File: src/rtl/logic_gate_pkg.sv
// logic_gate_pkg: op/state encodings and op-to-gate-family decode for logic_gate_accum
package logic_gate_pkg;
  typedef enum logic [2:0] {
    OP_AND, OP_OR, OP_NAND, OP_NOR, OP_XOR, OP_XNOR, OP_PASS_A, OP_NOT_A
  } op_e;
  typedef enum logic [1:0] {ST_IDLE, ST_ACCUM, ST_OUTPUT} state_e;
  typedef enum logic [1:0] {B_AND, B_OR, B_XOR, B_PASS} base_e;
  function automatic base_e base_of(input op_e op);
    return (op == OP_AND || op == OP_NAND) ? B_AND :
           (op == OP_OR  || op == OP_NOR)  ? B_OR  :
           (op == OP_XOR || op == OP_XNOR) ? B_XOR : B_PASS;
  endfunction
  function automatic logic inv_of(input op_e op);
    return op inside {OP_NAND, OP_NOR, OP_XNOR, OP_NOT_A};
  endfunction
endpackage

File: src/rtl/logic_gate_accum_gate_combine.sv
// gate_combine: folds one operand pair into the running accumulator for a gate family
module gate_combine
  import logic_gate_pkg::*;
#(
  parameter int WIDTH = 8
) (
  input  base_e            fam,
  input  logic             first,
  input  logic [WIDTH-1:0] acc,
  input  logic [WIDTH-1:0] a,
  input  logic [WIDTH-1:0] b,
  output logic [WIDTH-1:0] y
);
  // first beat seeds from the operand pair alone; later beats fold acc in
  always_comb begin
    y = fam == B_AND ? (first ? a & b : acc & a & b) :
        fam == B_OR  ? (first ? a | b : acc | a | b) :
        fam == B_XOR ? (first ? a ^ b : acc ^ a ^ b) : a;
  end
endmodule

File: src/rtl/logic_gate_accum.sv
// logic_gate_accum: multi-beat bitwise gate reduction over a valid/ready packet stream
// Optional m_parity output when LOGIC_GATE_ACCUM_PARITY_EN is defined.
module logic_gate_accum
  import logic_gate_pkg::*;
#(
  parameter int WIDTH = 8,
  parameter int CNT_W = 8
) (
  input  logic             clk,
  input  logic             rst,
  input  logic             s_valid,
  output logic             s_ready,
  input  logic [WIDTH-1:0] s_a,
  input  logic [WIDTH-1:0] s_b,
  input  logic [2:0]       s_op,
  input  logic             s_last,
  output logic             m_valid,
  input  logic             m_ready,
  output logic [WIDTH-1:0] m_data,
  output logic [CNT_W-1:0] m_count,
  output logic             m_ovf
`ifdef LOGIC_GATE_ACCUM_PARITY_EN
  ,
  output logic             m_parity
`endif
);
  localparam logic [CNT_W-1:0] CNT_MAX = '1;
  state_e state, state_nx;
  op_e op_q, op_cur;
  base_e fam;
  logic [WIDTH-1:0] acc, acc_nx, res;
  logic [CNT_W-1:0] count, count_nx;
  logic ovf, ovf_nx, first, s_fire, m_fire;
  assign first    = state == ST_IDLE;
  assign s_fire   = s_valid && s_ready;
  assign m_fire   = m_valid && m_ready;
  assign op_cur   = first ? op_e'(s_op) : op_q;
  assign fam      = base_of(op_cur);
  assign res      = inv_of(op_cur) ? ~acc_nx : acc_nx;
  assign count_nx = first ? CNT_W'(1) : (count == CNT_MAX ? count : count + 1'b1);
  assign ovf_nx   = !first && (ovf || count == CNT_MAX);
  gate_combine #(.WIDTH(WIDTH)) u_gate (
    .fam   (fam),
    .first (first),
    .acc   (acc),
    .a     (s_a),
    .b     (s_b),
    .y     (acc_nx)
  );
  // state register
  always_ff @(posedge clk or posedge rst) begin
    if (rst) state <= ST_IDLE;
    else     state <= state_nx;
  end
  // next state: hold the result until taken, otherwise advance on accepted beats
  always_comb begin
    state_nx = state == ST_OUTPUT ? (m_ready ? ST_IDLE : ST_OUTPUT) :
               s_fire ? (s_last ? ST_OUTPUT : ST_ACCUM) : state;
  end
  // handshake outputs decoded from state; input closed while reset is held
  always_comb begin
    s_ready = !rst && state != ST_OUTPUT;
    m_valid = state == ST_OUTPUT;
  end
  // accumulator, latched op and beat counter
  always_ff @(posedge clk or posedge rst) begin
    if (rst) begin
      acc   <= '0;
      op_q  <= OP_AND;
      count <= '0;
      ovf   <= 1'b0;
    end else if (s_fire) begin
      acc   <= acc_nx;
      op_q  <= op_cur;
      count <= count_nx;
      ovf   <= ovf_nx;
    end else if (m_fire) begin
      acc   <= '0;
      count <= '0;
      ovf   <= 1'b0;
    end
  end
  // result registers load on the closing beat and hold otherwise
  always_ff @(posedge clk or posedge rst) begin
    if (rst) begin
      m_data   <= '0;
      m_count  <= '0;
      m_ovf    <= 1'b0;
`ifdef LOGIC_GATE_ACCUM_PARITY_EN
      m_parity <= 1'b0;
`endif
    end else if (s_fire && s_last) begin
      m_data   <= res;
      m_count  <= count_nx;
      m_ovf    <= ovf_nx;
`ifdef LOGIC_GATE_ACCUM_PARITY_EN
      m_parity <= ^res;
`endif
    end
  end
endmodule
File: config.mk
export PLATFORM = sky130hd
export DESIGN_NAME = logic_gate_accum
export DESIGN_NICKNAME = d
export VERILOG_FILES = /design/src/rtl/logic_gate_pkg.sv /design/src/rtl/logic_gate_accum_gate_combine.sv /design/src/rtl/logic_gate_accum.sv
export SDC_FILE = /design/constraint.sdc
export NUM_CORES = 1
export LEC_CHECK = 0
export ABC_AREA = 1
export CELL_PAD_IN_SITES_DETAIL_PLACEMENT = 1
export CELL_PAD_IN_SITES_GLOBAL_PLACEMENT = 2
export CORE_ASPECT_RATIO = 1.1
export CORE_MARGIN = 2
export CORE_UTILIZATION = 30
export CTS_CLUSTER_SIZE = 28
export DETAILED_ROUTE_END_ITERATION = 7
export GPL_TIMING_DRIVEN = 0
export PLACE_DENSITY_LB_ADDON = 0.3
export SYNTH_ARGS = -nofsm -noshare
export SYNTH_HDL_FRONTEND = slang
export SYNTH_SLANG_ARGS = --single-unit
File: constraint.sdc
create_clock -name clk -period 1.8 [get_ports clk]
set_input_delay 0.36 -clock clk [delete_from_list [all_inputs] [get_ports clk]]
set_output_delay 0.36 -clock clk [all_outputs]
set_load 0.02 [all_outputs]
# After elaboration in Yosys (flattened, before gate mapping)
# Index checks and enable logic that the tools add are counted.
# W data, S select, Z words.
[word_totals]
ff_bits = 39
input_bits = 24
out_inout_bits = 19
word_cells = 69
[classes]
add_sub_neg = 1
eq_ne = 11
muxes = 22
bitwise_logic = 10
n_reduce_logical = 17
[ops]
columns = ["operator", "count"]
rows = [
  ["$mux W8", 12],
  ["$and A8 B8 Y8", 3],
  ["$or A8 B8 Y8", 3],
  ["$xor A8 B8 Y8", 3],
  ["$mux W2", 6],
  ["$eq A3 B3 Y1 const B", 3],
  ["$add A8 B1 Y8 const B", 1],
  ["$eq A8 B8 Y1 const B", 1],
  ["$not A8 Y8", 1],
  ["$eq A3 B2 Y1 const B", 2],
  ["$logic_and A1 B1 Y1", 5],
  ["$eq A2 B2 Y1 const B", 2],
  ["$logic_not A2 Y1", 2],
  ["$logic_or A1 B1 Y1", 4],
  ["$reduce_bool A2 Y1", 2],
  ["$reduce_bool A4 Y1", 1],
  ["$eq A3 B1 Y1 const B", 1],
  ["$logic_not A3 Y1", 1],
  ["$mux W1", 3],
  ["$mux W3", 1],
  ["$eq A2 B1 Y1 const B", 1],
  ["$logic_not A1 Y1", 2],
  ["$ne A2 B2 Y1 const B", 1],
]

# Longest topological paths before layout
# Gate-level depths: netlist of the first run.
[logic_depth]
ltp_word = 13
ltp_mapped = 12

# Modules after synthesis
# From an unflattened synthesis of the first run, not the netlist that was laid out.
[hier_totals]
cells_unflattened = 421
area_unflattened_um2 = 2965.3
[by_module_without_submodules]
columns = ["mod", "instances", "cells_per_inst", "area_per_inst_um2"]
rows = [
  ["logic_gate_accum", 1, 259, 2077.0],
  ["gate_combine", 1, 162, 888.4],
]

# Worst setup path before layout of the first run
# No wires, ideal clock.
[synth_timing]
path_kind = "reg2reg"
from = "register state[0]"
to = "register m_data[0]"
setup_time_ps = 117
arrival_ps = 1472
slack_ps = 211
stages_incl_launch_ff = 10
cell_sequence = "dfrtp_1 > nor2_2 > nor2_2 > nand2_2 > inv_2 > nand2_2 > inv_2 > buf_6 > nand3_1 > nand2_1"
[synth_rtl]
columns = ["element", "line_no", "source"]
rows = [
  ["start: declaration", "logic_gate_accum.sv:28", "state_e state, state_nx;"],
  ["start signal: assignment", "logic_gate_accum.sv:53", "else state <= state_nx;"],
  ["$ne A2 B2 Y1", "logic_gate_accum.sv:62", "s_ready = !rst && state != ST_OUTPUT;"],
  ["$logic_and A1 B1 Y1", "logic_gate_accum.sv:62", ""],
  ["net s_ready", "logic_gate_accum.sv:12", "output logic s_ready,"],
  ["$logic_and A1 B1 Y1", "logic_gate_accum.sv:35", "assign s_fire = s_valid && s_ready;"],
  ["$logic_and A1 B1 Y1", "logic_gate_accum.sv:92", "end else if (s_fire && s_last) begin"],
  ["end signal: assignment", "logic_gate_accum.sv:93", "m_data <= res;"],
  ["end: declaration", "logic_gate_accum.sv:19", "output logic [WIDTH-1:0] m_data,"],
]
# The timed path passes the listed nets, and every way through them passes these cells.
# A chain may end at the register's enable or synchronous reset.

# Final worst setup path of the first run
[layout_timing]
from = "register state[1]"
to = "output m_valid"
[layout_between]
elab_chain_len = 1
[layout_lines]
columns = ["element", "line_no", "source"]
rows = [
  ["$eq A2 B2 Y1", "logic_gate_accum.sv:63", "m_valid = state == ST_OUTPUT;"],
  ["end: declaration", "logic_gate_accum.sv:17", "output logic m_valid,"],
]
# No other way between the ends.

==> results of run 1 <==
==> state kept, by name, indices dropped and copies added, names as in the netlist <==
name,count
m_count,8
count,8
acc,8
ovf,1
state,2
op_q,3
m_ovf,1
m_data,8
==> synthesized netlist by cell type, types with 3 or more instances <==
| master | count |
|---|---|
| a21oi_1 | 6 |
| buf_2 | 7 |
| buf_4 | 3 |
| dfrtp_1 | 39 |
| ha_1 | 17 |
| inv_1 | 57 |
| inv_2 | 5 |
| nand2_1 | 143 |
| nand2_2 | 4 |
| nand2_4 | 3 |
| nand3_1 | 54 |
| nand4_1 | 3 |
| nor2_1 | 40 |
| nor2_2 | 3 |
| o21ai_0 | 20 |
| o22ai_1 | 10 |
==> timing repair <==
item                       in CTS  in global routing
buffers inserted                6                  8
gates resized for setup         6                 45
hold buffers                    0                  0
pin swaps                       4                  7
setup endpoints to repair      13                 27
==> per-layer routing <==
layer / GRT usage (%) / vias up
met2: 34.52 / 48
met3: 2.170 / 6
met5: 0 / -
met1: 21.89 / 1412
met4: 3.521 / 0
li1: - / 1472
==> per-stage QoR <==
stage / TNS [ps] / hold slack, ps / utilization (%) / cell area (µm²) / std cells
after floorplan: 0 / 447.9 / - / 2846 / 428
after global placement: -22350 / 466.4 / 36.68 / 3413 / 587
after detailed placement: -3975 / 470.8 / 36.68 / 3413 / 587
after CTS: 0 / 494.2 / 38.81 / 3611 / 601
after global routing: -35.54 / 510.3 / 41.13 / 3827 / 609
final: 0 / 490.0 / 41.13 / 3827 / 609
==> cell type report <==
cell class / count / area, µm² / share of cell area (%)
clock buffers: 5 / 68.82 / 1.798
clock inverters: 3 / 43.79 / 1.144
repair buffers: 56 / 605.6 / 15.82
multi-input cells: 314 / 1627 / 42.50
flip-flops and latches: 39 / 977.2 / 25.53
well taps: 117 / 146.4 / 3.825
inverters: 63 / 244.0 / 6.375
plain buffers: 12 / 115.1 / 3.008
==> kinds of logic (layout without fill, tap and decap cells) <==
kind of cell	after synthesis	count (layout)	share of synthesized area, %
DFF	39	39	34.29
xor gates and xnor gates	1	1	0.3077
and+or+nand+nor	255	255	38.51
adders and majority gates	17	17	7.472
AOI/OAI and AO/OA	41	41	8.484
buffers and inverters	75	139	10.95
==> worst max-delay path, delay by kind of cell (launching register included) <==
family / cells / cell delay, ps
buffers and inverters: 2 / 460
AND/OR/NAND/NOR: 1 / 170
flip-flops: 1 / 450
==> where the power goes <==
group	switching, W	leakage (nW)	total (W)	internal [W]
registers	0.000215	0.511	0.00139	0.00117
clock network	0.000338	0.0581	0.000751	0.000413
logic	0.00293	1.49	0.00493	0.00201
==> how the worst max path moves through the flow <==
stage | startpoint | to | slack [ps] | depth (start not counted)
6_report | state[1] | m_valid | 70 | 3
5_1_grt | state[1] | m_data[1] | -20 | 12
4_1_cts | state[0] | m_data[2] | 4 | 12
3_5_place_dp | s_op[1] | m_data[6] | -280 | 9
3_3_place_gp | rst | m_data[3] | -490 | 2
2_1_floorplan | state[0] | m_data[0] | 210 | 9
==> metrics.cfg, run 1 <==
[place]
portBuffers=42
post-place-ws_ps=-283.9
gp_congestion=0.7622
hpwl_um=6534

[critical_path]
reg2reg_from=state[0]
worstPathArrival_ps=1370
timing.rr.end=m_data[6]
cp_max_fo=6
cp-start-kind=flop
rr_worst_depth=11
worstPathCellList=inv_2, nor2_4, dlygate4sd2_1
endpoint_kind=primary output
crit_type=reg -> out
reg2reg_slack_ps=100
required_ps=1440
cp_slowest_cell=dfrtp_1
slowest_delay_ps=450

[yosys]
synth_edf_count=0
synthCells=428
synth-seq-cells=39
synth_fp_nets=469
synth_cell_types=30
yosysSeqAreaShare_pct=34.29
ys_warn_count=0
synth_top_area_cell=dfrtp_1
synth_top_cells_by_area=dfrtp_1 (34%), nand2_1 (19%), nand3_1 (9.5%), inv_1 (7.5%), ha_1 (7.5%)
ys_async_sr_fraction_pct=100.0
synth_area_um2=2846
synth_ff_type=dfrtp_1
avgSynthCellArea_um2=6.651
yosysTopAreaCellShare_pct=34.29

[drt]
top_layer_used=met4
drc=0
viasPerCell=4.824
drtIter0Drc=102
m1WireLength_um=4099
routedWlPerCell_um=15.16
ant_nets=0
wl_met2_um=4843
met3_wirelength_um=211
vias=2938
wl_um=9234
drtPass1Iterations=4

[sta]
rsz0062_at_grt=yes
slew_headroom_pct=41.75
fin_crit_sh_pct=95.85
fmax_ghz=0.5796
fin_ws_ps=74.67
finalSetupViolations=0
period_needed_ps=1725
hold_viol_final=0
finClkSkew_ps=11.18
worstMarginPinSlew_ps=872.5
drv_slew=0

[hold_path]
min_path_cells=2
min_to=ovf
worstHoldStart=ovf
min_path_type=reg -> reg

[die]
dieArea_um2=10280
io_pins=43
start_util_pct=30.59
die_y_um=106.2
die-width_um=96.88
rows=37
core_area_um2=9305

[pwr]
irDropWorstVdd_mv=0.5937
p_total_w=0.007074
p_leak_nw=2.062
powerDensity_nw_per_um2=1848

[finish]
fillers=1188
drive_gt1_share_pct=15.04
nets=532
synthToLayoutAreaGrowth_pct=34.46
num_antenna_cells=0
final_common_cell=nand2_1
mostFrequentLayoutCells=nand2_1 (136), inv_1 (55), nand3_1 (53), dfrtp_1 (38), nor2_1 (35)

[clocking]
cts_buffers=5
worst_skew_pair.late_latency_ps=290
tritoncts=yes
path_clk_slew_ps=90
root_buffer=clkbuf_8
clock_path_buffers=2
htreeDepth=2
clock_sinks=39

[run_status]
status=finished, final reports clean

[global_routing]
track_usage_pct=18.11
overflow=0
grt_max_degree=40
antenna_found_initial=0
grt_first_pass_wirelength_um=14920
grt_pass1_vias=3009

[job]
maxCapViolCount=0

Power figures use the tool's default switching activity.
==> inputs of run 2 (changes only) <==
- GPL_TIMING_DRIVEN: 0 -> 1
==> run 2 against run 1 <==
Against the previous run: fmax is 0.95% higher; routed wire length is 2.7% lower; global-route usage is 0.26 points lower; die area stayed put; combinational power is 5.9% lower; critical path type unchanged; highest routed layer unchanged.
==> metrics.cfg, run 2 (synthesis gave the netlist of run 1 again) <==
[drt]
ant_nets=0
viasPerCell=4.774
wl_um=8981
drtPass1Iterations=4
drc=0
routedWlPerCell_um=14.32
vias=2993
drtIter0Drc=59

[pwr]
p_leak_nw=2.070
irDropWorstVdd_mv=0.7225
powerDensity_nw_per_um2=1753
p_total_w=0.006813

[critical_path]
rr_worst_depth=11
cp-start-kind=flop
startpoint=state[1]
endpoint_kind=primary output
worstPathArrival_ps=1350
cp_max_fo=3
timing.rr.end=m_data[6]
reg2reg_from=state[1]
crit_type=reg -> out
required_ps=1440
worstSetupEndpoint=s_ready
reg2reg_slack_ps=130

[die]
die_y_um=106.2
core_area_um2=9305
rows=37
die-width_um=96.88
io_pins=43
start_util_pct=30.59
dieArea_um2=10280

[finish]
nets=550
fillers=1207
mostFrequentLayoutCells=nand2_1 (139), inv_1 (57), nand3_1 (53), nor2_1 (40), clkdlybuf4s50_1 (40)
final_area_um2=3886
drive_gt1_share_pct=15.69
num_antenna_cells=0
regArea_um2=977.2
multi_input_area_um2=1588
final_common_cell=nand2_1
synthToLayoutAreaGrowth_pct=36.53
final_core_util_pct=41.76

[global_routing]
grt_pass1_vias=3085
track_usage_pct=17.85
overflow=0
antenna_found_initial=0
grt_max_degree=40
grt_first_pass_wirelength_um=14970

[sta]
worstMarginPinSlew_ps=507.5
fin_crit_sh_pct=94.95
drv_slew=0
period_needed_ps=1709
hold_viol_final=0
fmax_ghz=0.5851
finClkSkew_ps=10.16
slew_headroom_pct=65.91
finalSetupViolations=0

[place]
place_area_um2=3714
portBuffers=42
gp_congestion=0.7812
hpwl_um=6833

[clocking]
path_clk_slew_ps=90
htreeDepth=2
worst_skew_pair.late_latency_ps=290
clock_path_buffers=2
clock_sinks=39
root_buffer=clkbuf_8
cts_buffers=5
tritoncts=yes

[job]
maxCapViolCount=0

[run_status]
status=finished, final reports clean

[hold_path]
min_path_type=in -> async

==> run 2: routing by layer <==
layer / up-vias / share of wire (%) / global-route usage (%) / routed length, µm
met5: - / 0 / 0 / 0
met4: 0 / 0.94 / 3.521 / 84
met3: 11 / 2.0 / 2.301 / 177
met2: 37 / 52 / 32.94 / 4631
met1: 1428 / 46 / 22.35 / 4087
li1: 1517 / - / - / -
==> run 2: power by group <==
part           internal [W]  switching, W
clock              0.000449      0.000337
combinational       0.00189       0.00275
sequential          0.00117      0.000214
total               0.00351       0.00330
==> run 2: through the flow <==
stage	setup slack, ps	std cells	hold WS, ps	setup TNS [ps]
2_1_floorplan	211.0	428	447.9	0
3_3_place_gp	-118.7	618	463.6	-1026
3_5_place_dp	-177.8	618	469.6	-1748
4_1_cts	7.435	626	492.4	0
5_1_grt	-0.1703	627	515.9	-0.1703
6_report	90.85	627	467.3	0
==> run 2: what timing repair did <==
item,CTS,global route
hold buffers,0,0
gates resized for setup,2,14
setup endpoints to repair,2,23
setup buffers,0,1
pin swaps,0,3
==> run 2: layout make-up <==
type	instances	area share, %
Tap cell	117	3.767
Clock buffer	6	2.125
Multi-Input combinational cell	314	40.86
Clock inverter	2	0.9015
Inverter	63	6.149
Timing Repair Buffer	86	21.06
Sequential cell	39	25.14
==> run 2: worst min path at each step <==
| stage | start | to | cells past startpoint |
|---|---|---|---|
| floorplan | ovf | ovf | 2 |
| global placement | ovf | ovf | 2 |
| detailed placement | m_count[5] | m_count[5] | 2 |
| CTS | rst | m_count[6] | 3 |
| global route | rst | m_count[0] | 3 |
| finish | rst | count[0] | 3 |
==> run 2: critical path, cell delays in order, from the launching register on <==
cell and delay [ps]:
dfrtp_1 440, inv_2 80, nor2_2 160, nor2_2 60, dlygate4sd2_1 320
